[src/rtl/pwm_capture.sv]
// pwm_capture: measures high time and rise-to-rise period of an asynchronous PWM
// input, recovers the generator set value, and flags inputs that stop toggling.
module pwm_capture #(
  parameter int CNT_WIDTH  = 16,
  parameter int DUTY_WIDTH = 10,
  parameter int TIMEOUT    = 4096
) (
  input  logic                  clk,
  input  logic                  reset_n,
  input  logic                  pwm_in,
  output logic [CNT_WIDTH-1:0]  high_cycles,
  output logic [CNT_WIDTH-1:0]  period_cycles,
  output logic [DUTY_WIDTH-1:0] duty,
  output logic                  valid,
  output logic                  stuck
);
  typedef enum logic [1:0] {IDLE = 2'd0, HIGH = 2'd1, LOW = 2'd2} state_t;

  localparam logic [CNT_WIDTH-1:0]  CNT_MAX  = '1;
  localparam logic [CNT_WIDTH-1:0]  CNT_ONE  = CNT_WIDTH'(1);
  localparam logic [CNT_WIDTH-1:0]  TO_LAST  = CNT_WIDTH'(TIMEOUT - 1);
  localparam logic [DUTY_WIDTH-1:0] DUTY_MAX = '1;

  state_t                state_q, state_d;
  logic                  sync1_q, sync1_d, s_q, s_d, s_dly_q, s_dly_d;
  logic [1:0]            mask_q, mask_d;
  logic [CNT_WIDTH-1:0]  cnt_q, cnt_d, hlen_q, hlen_d;
  logic [CNT_WIDTH-1:0]  high_q, high_d, period_q, period_d;
  logic [DUTY_WIDTH-1:0] duty_q, duty_d;
  logic                  valid_q, valid_d, stuck_q, stuck_d;
  logic                  edge_en, rise, fall, timeout, publish;

  function automatic logic [DUTY_WIDTH-1:0] sat_duty(input logic [CNT_WIDTH-1:0] hlen);
    logic [CNT_WIDTH-1:0] set_val;
    set_val = hlen - CNT_ONE;
    if (set_val > CNT_WIDTH'(DUTY_MAX)) return DUTY_MAX;
    return set_val[DUTY_WIDTH-1:0];
  endfunction

  // Edges stay masked until the synchroniser has flushed its reset zeros,
  // so a pin that is already high at reset release is not taken as a rise.
  always_comb begin
    sync1_d = pwm_in;
    s_d     = sync1_q;
    s_dly_d = s_q;
    mask_d  = (mask_q == 2'd3) ? mask_q : mask_q + 2'd1;
  end

  assign edge_en = (mask_q == 2'd3);
  assign rise    = edge_en & s_q & ~s_dly_q;
  assign fall    = edge_en & ~s_q & s_dly_q;
  assign timeout = ~stuck_q & (cnt_q == TO_LAST) & ~rise & ~fall;
  assign publish = (state_q == LOW) & rise;

  always_comb begin
    cnt_d = cnt_q;
    if (rise)                          cnt_d = CNT_ONE;
    else if (!stuck_q && cnt_q != CNT_MAX) cnt_d = cnt_q + CNT_ONE;
  end

  always_comb begin
    hlen_d = hlen_q;
    if (state_q == HIGH && fall) hlen_d = cnt_q;
  end

  always_ff @(posedge clk or negedge reset_n) begin
    if (!reset_n) state_q <= IDLE;
    else          state_q <= state_d;
  end

  always_comb begin
    state_d = state_q;
    if (timeout) begin
      state_d = IDLE;
    end else begin
      case (state_q)
        IDLE:    if (rise) state_d = HIGH;
        HIGH:    if (fall) state_d = LOW;
        LOW:     if (rise) state_d = HIGH;
        default: state_d = IDLE;
      endcase
    end
  end

  // A rise or fall never coincides with a timeout, so publish and timeout are exclusive.
  always_comb begin
    high_d   = high_q;
    period_d = period_q;
    duty_d   = duty_q;
    valid_d  = 1'b0;
    stuck_d  = stuck_q;
    if (publish) begin
      period_d = cnt_q;
      high_d   = hlen_q;
      duty_d   = sat_duty(hlen_q);
      valid_d  = 1'b1;
    end else if (timeout) begin
      period_d = '0;
      high_d   = '0;
      duty_d   = s_q ? DUTY_MAX : '0;
      valid_d  = 1'b1;
      stuck_d  = 1'b1;
    end
    if (rise || fall) stuck_d = 1'b0;
  end

  always_ff @(posedge clk or negedge reset_n) begin
    if (!reset_n) begin
      sync1_q  <= 1'b0;
      s_q      <= 1'b0;
      s_dly_q  <= 1'b0;
      mask_q   <= 2'd0;
      cnt_q    <= '0;
      hlen_q   <= '0;
      high_q   <= '0;
      period_q <= '0;
      duty_q   <= '0;
      valid_q  <= 1'b0;
      stuck_q  <= 1'b0;
    end else begin
      sync1_q  <= sync1_d;
      s_q      <= s_d;
      s_dly_q  <= s_dly_d;
      mask_q   <= mask_d;
      cnt_q    <= cnt_d;
      hlen_q   <= hlen_d;
      high_q   <= high_d;
      period_q <= period_d;
      duty_q   <= duty_d;
      valid_q  <= valid_d;
      stuck_q  <= stuck_d;
    end
  end

  assign high_cycles   = high_q;
  assign period_cycles = period_q;
  assign duty          = duty_q;
  assign valid         = valid_q;
  assign stuck         = stuck_q;

endmodule

[config.mk]
export PLATFORM = sky130hd
export DESIGN_NAME = pwm_capture
export DESIGN_NICKNAME = d
export VERILOG_FILES = /design/src/rtl/pwm_capture.sv
export SDC_FILE = /design/constraint.sdc
export NUM_CORES = 1
export LEC_CHECK = 0
export BUFFER_PORTS_ARGS = -buffer_cell sky130_fd_sc_hd__buf_2
export CORE_MARGIN = 10
export CORE_UTILIZATION = 40
export CTS_BUF_LIST = sky130_fd_sc_hd__clkbuf_4 sky130_fd_sc_hd__clkbuf_8
export DETAILED_ROUTE_END_ITERATION = 8
export PLACE_DENSITY = 0.59
export REMOVE_ABC_BUFFERS = 1
export SYNTH_ARGS = -nofsm -noshare
export SYNTH_HDL_FRONTEND = slang
export SYNTH_SLANG_ARGS = --single-unit
[constraint.sdc]
create_clock -name clk -period 4.35 [get_ports clk]
set_input_delay 0.2175 -clock clk [delete_from_list [all_inputs] [get_ports clk]]
set_output_delay 0.2175 -clock clk [all_outputs]
set_load 0.01 [all_outputs]
==> results.yml, run 1 <==
clock_tree:
  cts_setup_buffers: 0
  clockBufferDepth: 2
  ctsHtreeMaxLevel: 3
  clk_pin_slew_ns: 0.08
  clock_latency_ns: 0.35
  cts_resized: 0
  clockRootBuffer: "clkbuf_8"
  cts_tree: "done"
  clock_sinks: 83
  cts_buffers: 9
place:
  placement.io_buffers: 46
  gp_congestion: 0.812
  placed_cell_area_sq_um: 4000
  dp_hpwl_mm: 5.67
run_status:
  status: "finished clean"
detailed_routing:
  vias: 2613
  drc: 0
  wirelength_mm: 8.30
  drt_pass1_iterations: 5
  wl_per_cell_um: 17.6
  drt_iter0_drc: 193
  via_per_inst: 5.54
  ant_nets: 0
timing:
  final-setup-viol-count: 0
  worst_pin_slew_ns: 1.13
  tns_ns: 0
  skew_ns: 0.00862
  slew_viol_final: 0
  fin_crit_ns: 2.63
  rsz0062_at_grt: "false"
  post-route-period-util_pct: 60.5
  hold_viol_final: 0
  slew_headroom_pct: 24.5
  timing.fmax_ghz: 0.380
floorplan:
  ios: 47
  die_w_um: 116
  dieArea_sq_um: 13400
  dieHeight_um: 116
  core_area_sq_um: 8810
  start_util_pct: 41.6
  rows: 34
synthesis:
  synth_area_sq_um: 3660
  ys_types: 50
  yosys.area.top_type_share_pct: 56.7
  yosys_warnings: 0
  yosysMostFrequentCell: "dfrtp_1"
  synth_largest_area_cell: "dfrtp_1"
  synth-edff-count: 0
  synth_area_per_cell_sq_um: 11.6
  synth_seq_area_share_pct: 56.7
  synthCells: 316
  synthFlopType: "dfrtp_1"
  ys_async_sr_fraction_pct: 100
  ys_top_cells_by_area: "dfrtp_1, a22o_1, mux2_2"
  yosys-top-cells-count: "dfrtp_1, a22o_1, nor2_1"
  yosys_register_bits: 83
power:
  swShare_pct: 30.8
  power.net_switching_mw: 0.651
  combPwrFrac_pct: 23.5
  p_leak_nw: 2.03
  peakVddDrop_mv: 0.212
  intPower_mw: 1.46
  clkPwrFrac_pct: 29.7
  power_density_nw_per_um2: 499
  pwr-share-seq_pct: 46.8
run:
  drv_cap: 0
global_routing:
  grt_max_degree: 84
  grt_overflow_total: 0
  antenna_found_initial: 0
  use_met3_pct: 2.84
  busiest_layer: "met2"
  groute.usage.overall_pct: 12.8
  met2_usage_pct: 19.5
  use_met1_pct: 17.5
  grt_pass1_vias: 2631
  grt_pass1_wl_mm: 13.7
layout:
  fin_area_sq_um: 4230
  synthToLayoutAreaGrowth_pct: 15.5
  antenna_cells: 0
  fin_nets: 365
  fill_cells: 818
  final_layout_size_suffix_gt1_share_pct: 25.8
critical_path:
  critPathMaxFanout: 31
  crit_arrival_ns: 2.80
  end_kind: "register"
  slowest_delay_ns: 0.42
  worst_ep_required_time_ns: 4.52
  cp_slowest_cell: "a41oi_4"
  cp_cell_sequence: "ha_1 -> nand3b_1 -> nor2_2 -> buf_4 -> nand3_1 -> a41oi_4 -> a221oi_1"
  crit_type: "reg -> reg"
  start_kind: "register"
worst_hold_path:
  hp-class: "in -> async"
registers in the layout (all words and copies together), names as in the netlist:
signal	flops
cnt_q	16
duty	10
high_cycles	16
hlen_q	16
mask_q	2
period_cycles	16
s_d	1
s_dly_d	1
s_dly_q	1
state_q	2
stuck	1
valid	1
worst paths after layout:
| check | startpoint | to | slack, ns | depth (start not counted) |
|---|---|---|---|---|
| min in group clk | s_d | s_dly_d | 0.35 | 0 |
| max in group asynchronous | reset_n | mask_q[0] | 3.61 | 1 |
| min reg2reg | s_d | s_dly_d | 0.35 | 0 |
| min | reset_n | duty[2] | 0.05 | 1 |
| max reg2reg | mask_q[0] | duty[3] | 1.72 | 7 |
| max | mask_q[0] | duty[3] | 1.72 | 7 |
layout make-up:
class,instances,area (sq um),area share (%)
inverter,12,45.0,1.06
sequential,83,2080,49.1
multi-input combinational,204,1490,35.2
tap,108,135,3.19
timing repair buffer,49,258,6.09
clock inverter,4,73.8,1.74
clock buffer,12,153,3.61
logic make-up (layout without fill, tap and decap cells):
kind of cell	count (synthesis)	after routing	synth area share (%)
xor gates and xnor gates	20	20	4.78
DFF	83	83	56.7
and+or+nand+nor	86	86	12.3
buffers and inverters	29	77	3.11
AOI/OAI and AO/OA	78	78	17.0
muxes	17	17	5.16
adders and majority gates	3	3	1.02
stage by stage:
stage	setup WS [ns]	total power [mW]	instances	utilization, %	hold WS, ns
final	1.72	2.11	472	48.1	0.0516
after global routing	1.52	2.25	472	48.1	0.149
after CTS	1.72	2.15	472	48.1	0.0935
after detailed placement	1.73	1.51	455	45.4	0.328
after global placement	1.76	1.50	455	45.4	0.329
after floorplan	0.883	1.32	299	-	-0.0781
repair_timing:
action	CTS	global route
setup endpoints to repair	0	0
hold endpoints to repair	1	0
hold buffers	1	0
cells in the final DEF, fill, tap and decap left out, types with 3 or more instances in the layout:
cell type,synthesis,final
buf_4,0,3
buf_2,3,45
nand2b_1,4,4
nor3_1,5,5
a22o_1,28,28
nand3_1,12,12
nor4_1,6,6
a21oi_1,13,13
mux2_2,15,15
nand2_1,18,18
a221oi_1,6,6
xor2_1,7,7
clkbuf_8,0,10
ha_1,3,3
nor2_1,24,23
dfrtp_1,83,83
xnor2_1,13,13
o21ai_0,8,8
inv_1,12,12
layer usage:
metal	up-vias	wire (um)
met5	-	0
met4	0	111
met3	9	428
met2	55	3760
met1	1303	4000
li1	1246	-
power by group through the flow:
stage,Clock [mW],Combinational [mW],Sequential (mW)
after floorplan,0,0.296,1.02
final,0.628,0.497,0.989
after detailed placement,0,0.507,1.01
after global routing,0.678,0.569,1.01
after CTS,0.644,0.512,0.991
after global placement,0,0.501,1.00
worst max-delay path, delay by kind of cell (launching register included):
family,cells,cell delay (ns)
buffers and inverters,1,0.38
AOI/OAI and AO/OA,2,0.57
and+or+nand+nor,3,0.78
adders and majority gates,1,0.35
DFF,1,0.37
(Power assumes the default switching activity.)
==> inputs of run 2 (changes only) <==
ABC_AREA = 1   (was not set)
clock period = 2.59 ns   (was 4.35 ns; I/O delays follow)
==> run 2 against run 1 <==
  * Flip-flop and latch count did not move
  * Count of clock-buffer cells in the layout fell by 3
  * Setup slack got worse by 1.2 ns
  * Critical path depth rose by 3
  * Clock power rose by 38%
  * Routed wire length rose by 2.8%
  * Non-clock buffer count rose by 2
==> results.yml, run 2 <==
critical_path:
  crit_type: "reg -> reg"
  worst_ep_required_time_ns: 2.86
  cp_cell_sequence: "ha_1 -> inv_1 -> nor3_4 -> nor2_2 -> nand4_2 -> nand2_1 -> inv_2 -> nor2_1 -> nand2_1 -> nand2_1"
  cp_slowest_cell: "inv_2"
  crit_arrival_ns: 2.39
  critPathMostFrequentCell: "nand2_1"
  critPathMaxFanout: 34
  start_kind: "register"
  end_kind: "register"
  slowest_delay_ns: 0.46
synthesis:
  synth-edff-count: 0
  ys_types: 27
  synthCells: 441
  synth_area_sq_um: 3770
  synth_largest_area_cell: "dfrtp_1"
  synth_area_per_cell_sq_um: 8.56
  yosys.area.top_type_share_pct: 55.0
  ys_top_cells_by_area: "dfrtp_1, nand2_1, o21ai_0"
  yosys-top-cells-count: "nand2_1, dfrtp_1, o21ai_0"
  synthFlopType: "dfrtp_1"
  yosys_register_bits: 83
  ys_async_sr_fraction_pct: 100
  synth_seq_area_share_pct: 55.0
  yosys_warnings: 0
  yosysMostFrequentCell: "nand2_1"
timing:
  post-route-period-util_pct: 81.9
  tns_ns: 0
  slew_headroom_pct: 31.5
  worst_pin_slew_ns: 1.03
  timing.final.ws_setup_ns: 0.470
  skew_ns: 0.0165
  final-setup-viol-count: 0
  slew_viol_final: 0
  rsz0062_at_grt: "false"
  fin_crit_ns: 2.12
  whs_ns: 0.347
  timing.fmax_ghz: 0.472
  hold_viol_final: 0
global_routing:
  busiest_layer: "met2"
  met2_usage_pct: 20.9
  use_met3_pct: 2.80
  grt_overflow_total: 0
  antenna_found_initial: 0
  grt_pass1_vias: 2881
  groute.usage.overall_pct: 13.4
  grt_max_degree: 84
  grt_pass1_wl_mm: 14.5
  use_met1_pct: 17.5
detailed_routing:
  vias: 2985
  wirelength_mm: 8.54
  wl_per_cell_um: 14.1
  ant_nets: 0
  drc: 0
  drt_pass1_iterations: 4
  drt_iter0_drc: 216
  via_per_inst: 4.93
place:
  dpl_worst_slack_ns: 0.451
  placement.io_buffers: 46
  dp_hpwl_mm: 6.02
  gp_congestion: 0.885
  place_inst: 588
  placed_cell_area_sq_um: 4090
power:
  clkPwrFrac_pct: 25.4
  power_mw: 3.42
  combPwrFrac_pct: 27.3
  power_density_nw_per_um2: 796
  p_leak_nw: 2.11
  swShare_pct: 35.2
  intPower_mw: 2.21
  power.net_switching_mw: 1.20
  peakVddDrop_mv: 0.298
  pwr-share-seq_pct: 47.3
floorplan:
  dieArea_sq_um: 13700
  dieHeight_um: 117
  ios: 47
  start_util_pct: 41.0
  rows: 35
  core_area_sq_um: 9200
  die_w_um: 117
clock_tree:
  cts_buffers: 9
  cts_resized: 0
  cts_tree: "done"
  clock_sinks: 83
  clockBufferDepth: 2
  ctsHtreeMaxLevel: 3
  clockRootBuffer: "clkbuf_8"
  clock_latency_ns: 0.37
  cts_setup_buffers: 0
  clk_pin_slew_ns: 0.10
run:
  drv_cap: 0
worst_hold_path:
  hp-class: "reg -> reg"
layout:
  layout.cells.most_common: "nand2_1"
  most-common-layout-cells: "nand2_1, dfrtp_1, o21ai_0"
  antenna_cells: 0
  finish.utilization_pct: 46.6
  fin_nets: 496
  fin_area_sq_um: 4290
  synthToLayoutAreaGrowth_pct: 13.7
  stdcell_count: 606
  fill_cells: 954
  final_layout_size_suffix_gt1_share_pct: 15.8
run_status:
  status: "finished clean"
-- run 2: layout make-up --
type / instances / area [sq um] / area share (%)
Timing Repair Buffer: 51 / 275 / 6.42
Sequential cell: 83 / 2080 / 48.4
Multi-Input combinational cell: 301 / 1450 / 33.8
Clock inverter: 7 / 58.8 / 1.37
Inverter: 44 / 165 / 3.85
Clock buffer: 9 / 124 / 2.89
Tap cell: 111 / 139 / 3.24
-- run 2: path summary, 6_finish.rpt --
path,start,to,slack (ns),depth (start not counted)
max in group asynchronous,reset_n,period_cycles[0],1.45,2
min,s_d,s_dly_d,0.35,0
max,mask_q[0],duty[0],0.47,10
min in group asynchronous,reset_n,high_cycles[11],0.49,2
min reg2reg,s_d,s_dly_d,0.35,0
max reg2reg,mask_q[0],duty[0],0.47,10
-- run 2: what timing repair did --
action                     4_1_cts  5_1_grt
setup endpoints to repair        0        0
hold endpoints to repair        72        0
hold buffers                     2        0
-- run 2: per-layer routing --
layer  vias to the layer above  part of all wire [%]
li1                       1523                     -
met1                      1381                    47
met2                        68                    46
met3                        13                   4.4
met4                         0                   1.9
met5                         -                     0
-- run 2: logic make-up after synthesis --
family	count (synthesis)	synth area share, %
buffers and inverters	57	6.53
adder cells (fa/ha/maj)	3	0.995
flip-flops	83	55.0
AND/OR/NAND/NOR	206	23.6
XOR/XNOR	15	3.48
AO/OA/AOI/OAI	77	10.4
-- run 2: worst max-delay path, delay by kind of cell (launching register included) --
kind	cells	cell delay, ns
fa+ha+maj	1	0.24
buf+inv	2	0.56
flops	1	0.37
simple gates	7	0.83
-- run 2: power by group through the flow --
stage / Clock, mW / Sequential (mW) / Combinational, mW
finish: 0.866 / 1.62 / 0.933
global route: 0.952 / 1.65 / 1.10
CTS: 0.902 / 1.62 / 0.958
detailed placement: 0 / 1.65 / 0.950
global placement: 0 / 1.64 / 0.947
floorplan: 0 / 1.70 / 0.572
==> inputs of run 3 (changes only) <==
clock period = 2.1 ns   (was 2.59 ns; I/O delays follow)
==> run 3 against run 2 <==
  * Final area is 2.6% higher
  * Setup slack got worse by 0.24 ns
  * Combinational power is 30% higher
  * Clock skew down 0.0038 ns
  * Global-route usage grew 0.44 points
  * Routed wire length rose by 3.7%
  * Critical endpoint is now duty[9]
  * Largest cell class unchanged
==> results.yml, run 3 (synthesis results as in run 2) <==
run_status:
  status: "finished clean"
clock_tree:
  clockRootBuffer: "clkbuf_8"
  clock_latency_ns: 0.35
  clk_pin_slew_ns: 0.10
  cts_tree: "done"
  ctsHtreeMaxLevel: 3
  clock_sinks: 83
  clockBufferDepth: 2
  cts_buffers: 9
critical_path:
  start_kind: "register"
  r2r_slack_ns: 0.23
  r2r_start: "hlen_q[0]"
  critPathMaxFanout: 10
  cp_slowest_cell: "dfrtp_1"
  crit_arrival_ns: 2.09
  slowest_delay_ns: 0.41
  cp_cell_sequence: "inv_1 -> ha_1 -> nand3_1 -> nor2_2 -> a21oi_1 -> nor2_4 -> nand3_1 -> nand2_1 -> a21oi_1"
  worst_ep_required_time_ns: 2.32
  end_kind: "register"
  rr_endpoint: "duty[9]"
  crit_type: "reg -> reg"
  r2r_cells: 9
timing:
  final-setup-viol-count: 0
  hold_viol_final: 0
  skew_ns: 0.0127
  rsz0062_at_grt: "false"
  slew_viol_final: 0
  post-route-period-util_pct: 89.3
  slew_headroom_pct: 65.9
  worst_pin_slew_ns: 0.511
  fin_crit_ns: 1.87
  whs_ns: 0.267
  timing.fmax_ghz: 0.533
global_routing:
  met2_usage_pct: 22.9
  use_met1_pct: 17.5
  grt_overflow_total: 0
  grt_pass1_wl_mm: 14.9
  grt_pass1_vias: 3012
  busiest_layer: "met2"
  groute.usage.overall_pct: 13.8
  grt_max_degree: 39
  use_met3_pct: 2.45
  antenna_found_initial: 0
power:
  p_leak_nw: 2.16
  power_mw: 4.37
  peakVddDrop_mv: 0.437
  power_density_nw_per_um2: 993
layout:
  final_layout_size_suffix_gt1_share_pct: 17.3
  most-common-layout-cells: "nand2_1, dfrtp_1, o21ai_0"
  antenna_cells: 0
  layout.cells.most_common: "nand2_1"
  synthToLayoutAreaGrowth_pct: 16.6
  fin_nets: 504
place:
  gp_congestion: 0.886
  dp_hpwl_mm: 6.48
  placement.io_buffers: 46
detailed_routing:
  drt_pass1_iterations: 4
  ant_nets: 0
  vias: 3020
  via_per_inst: 4.92
  wl_per_cell_um: 14.4
  drc: 0
  wirelength_mm: 8.85
  drt_iter0_drc: 211
floorplan:
  start_util_pct: 41.0
  core_area_sq_um: 9200
  dieHeight_um: 117
  dieArea_sq_um: 13700
  ios: 47
  rows: 35
  die_w_um: 117
run:
  drv_cap: 0
worst_hold_path:
  hp-class: "in -> async"
==> run 3: changes by cell type in the layout (fill, tap and decap cells not counted) <==
cell / before / now
nor2_4: 0 / 1
clkinv_2: 0 / 1
inv_2: 1 / 0
buf_4: 4 / 10
clkinv_4: 2 / 0
bufinv_16: 0 / 1
clkinvlp_4: 2 / 3
inv_4: 0 / 1
nor2_1: 43 / 42
buf_12: 0 / 2
inv_6: 3 / 2
==> run 3: metrics by stage <==
stage               utilization, %  area, sq um  setup TNS [ns]  std cells  setup WS (ns)
detailed placement            45.4         4170               0        596         0.0751
global placement              45.4         4170               0        596         0.0893
global route                  47.9         4400               0        614         0.0136
floorplan                        -         3690           -2.51        428        -0.0818
finish                        47.9         4400               0        614          0.225
CTS                           47.7         4390               0        614         0.0404
==> run 3: worst max path at each step <==
stage / startpoint / slack [ns] / cells after the start / end
2_1_floorplan: mask_q[0] / -0.08 / 8 / high_cycles[0]
3_3_place_gp: hlen_q[0] / 0.09 / 9 / duty[0]
3_5_place_dp: hlen_q[0] / 0.08 / 9 / duty[9]
4_1_cts: hlen_q[0] / 0.04 / 9 / duty[9]
5_1_grt: mask_q[0] / 0.01 / 9 / duty[8]
6_report: hlen_q[0] / 0.23 / 9 / duty[9]
==> run 3: what timing repair did <==
| item | CTS | global route |
|---|---|---|
| setup buffers | 0 | 0 |
| hold buffers | 2 | 0 |
| gates resized for setup | 0 | 4 |
| endpoints found under the setup margin | 0 | 18 |
| hold endpoints to repair | 37 | 0 |
==> run 3: critical path: cells and delay by family (launching register included) <==
family / cells / cell delay (ns)
DFF: 1 / 0.41
AOI/OAI and AO/OA: 2 / 0.18
and+or+nand+nor: 5 / 0.82
buffers and inverters: 1 / 0.10
adders and majority gates: 1 / 0.22
==> run 3: layout make-up <==
type	count	area, sq um
fillers	901	4800
inverters	44	168
flip-flops and latches	83	2080
multi-input cells	301	1460
repair buffers	59	360
well taps	111	139
clock inverters	7	75.1
clock buffers	9	124
==> run 3: report_power, final <==
group / internal [mW] / switching, mW
clock network: 0.556 / 0.610
logic: 0.477 / 0.728
registers: 1.84 / 0.159
total: 2.87 / 1.50
==> run 3: per-layer routing <==
metal	up-vias	wire (um)	part of all wire [%]
met5	-	0	0
li1	1530	-	-
met3	9	401	4.5
met4	0	123	1.4
met1	1414	4180	47
met2	67	4140	47
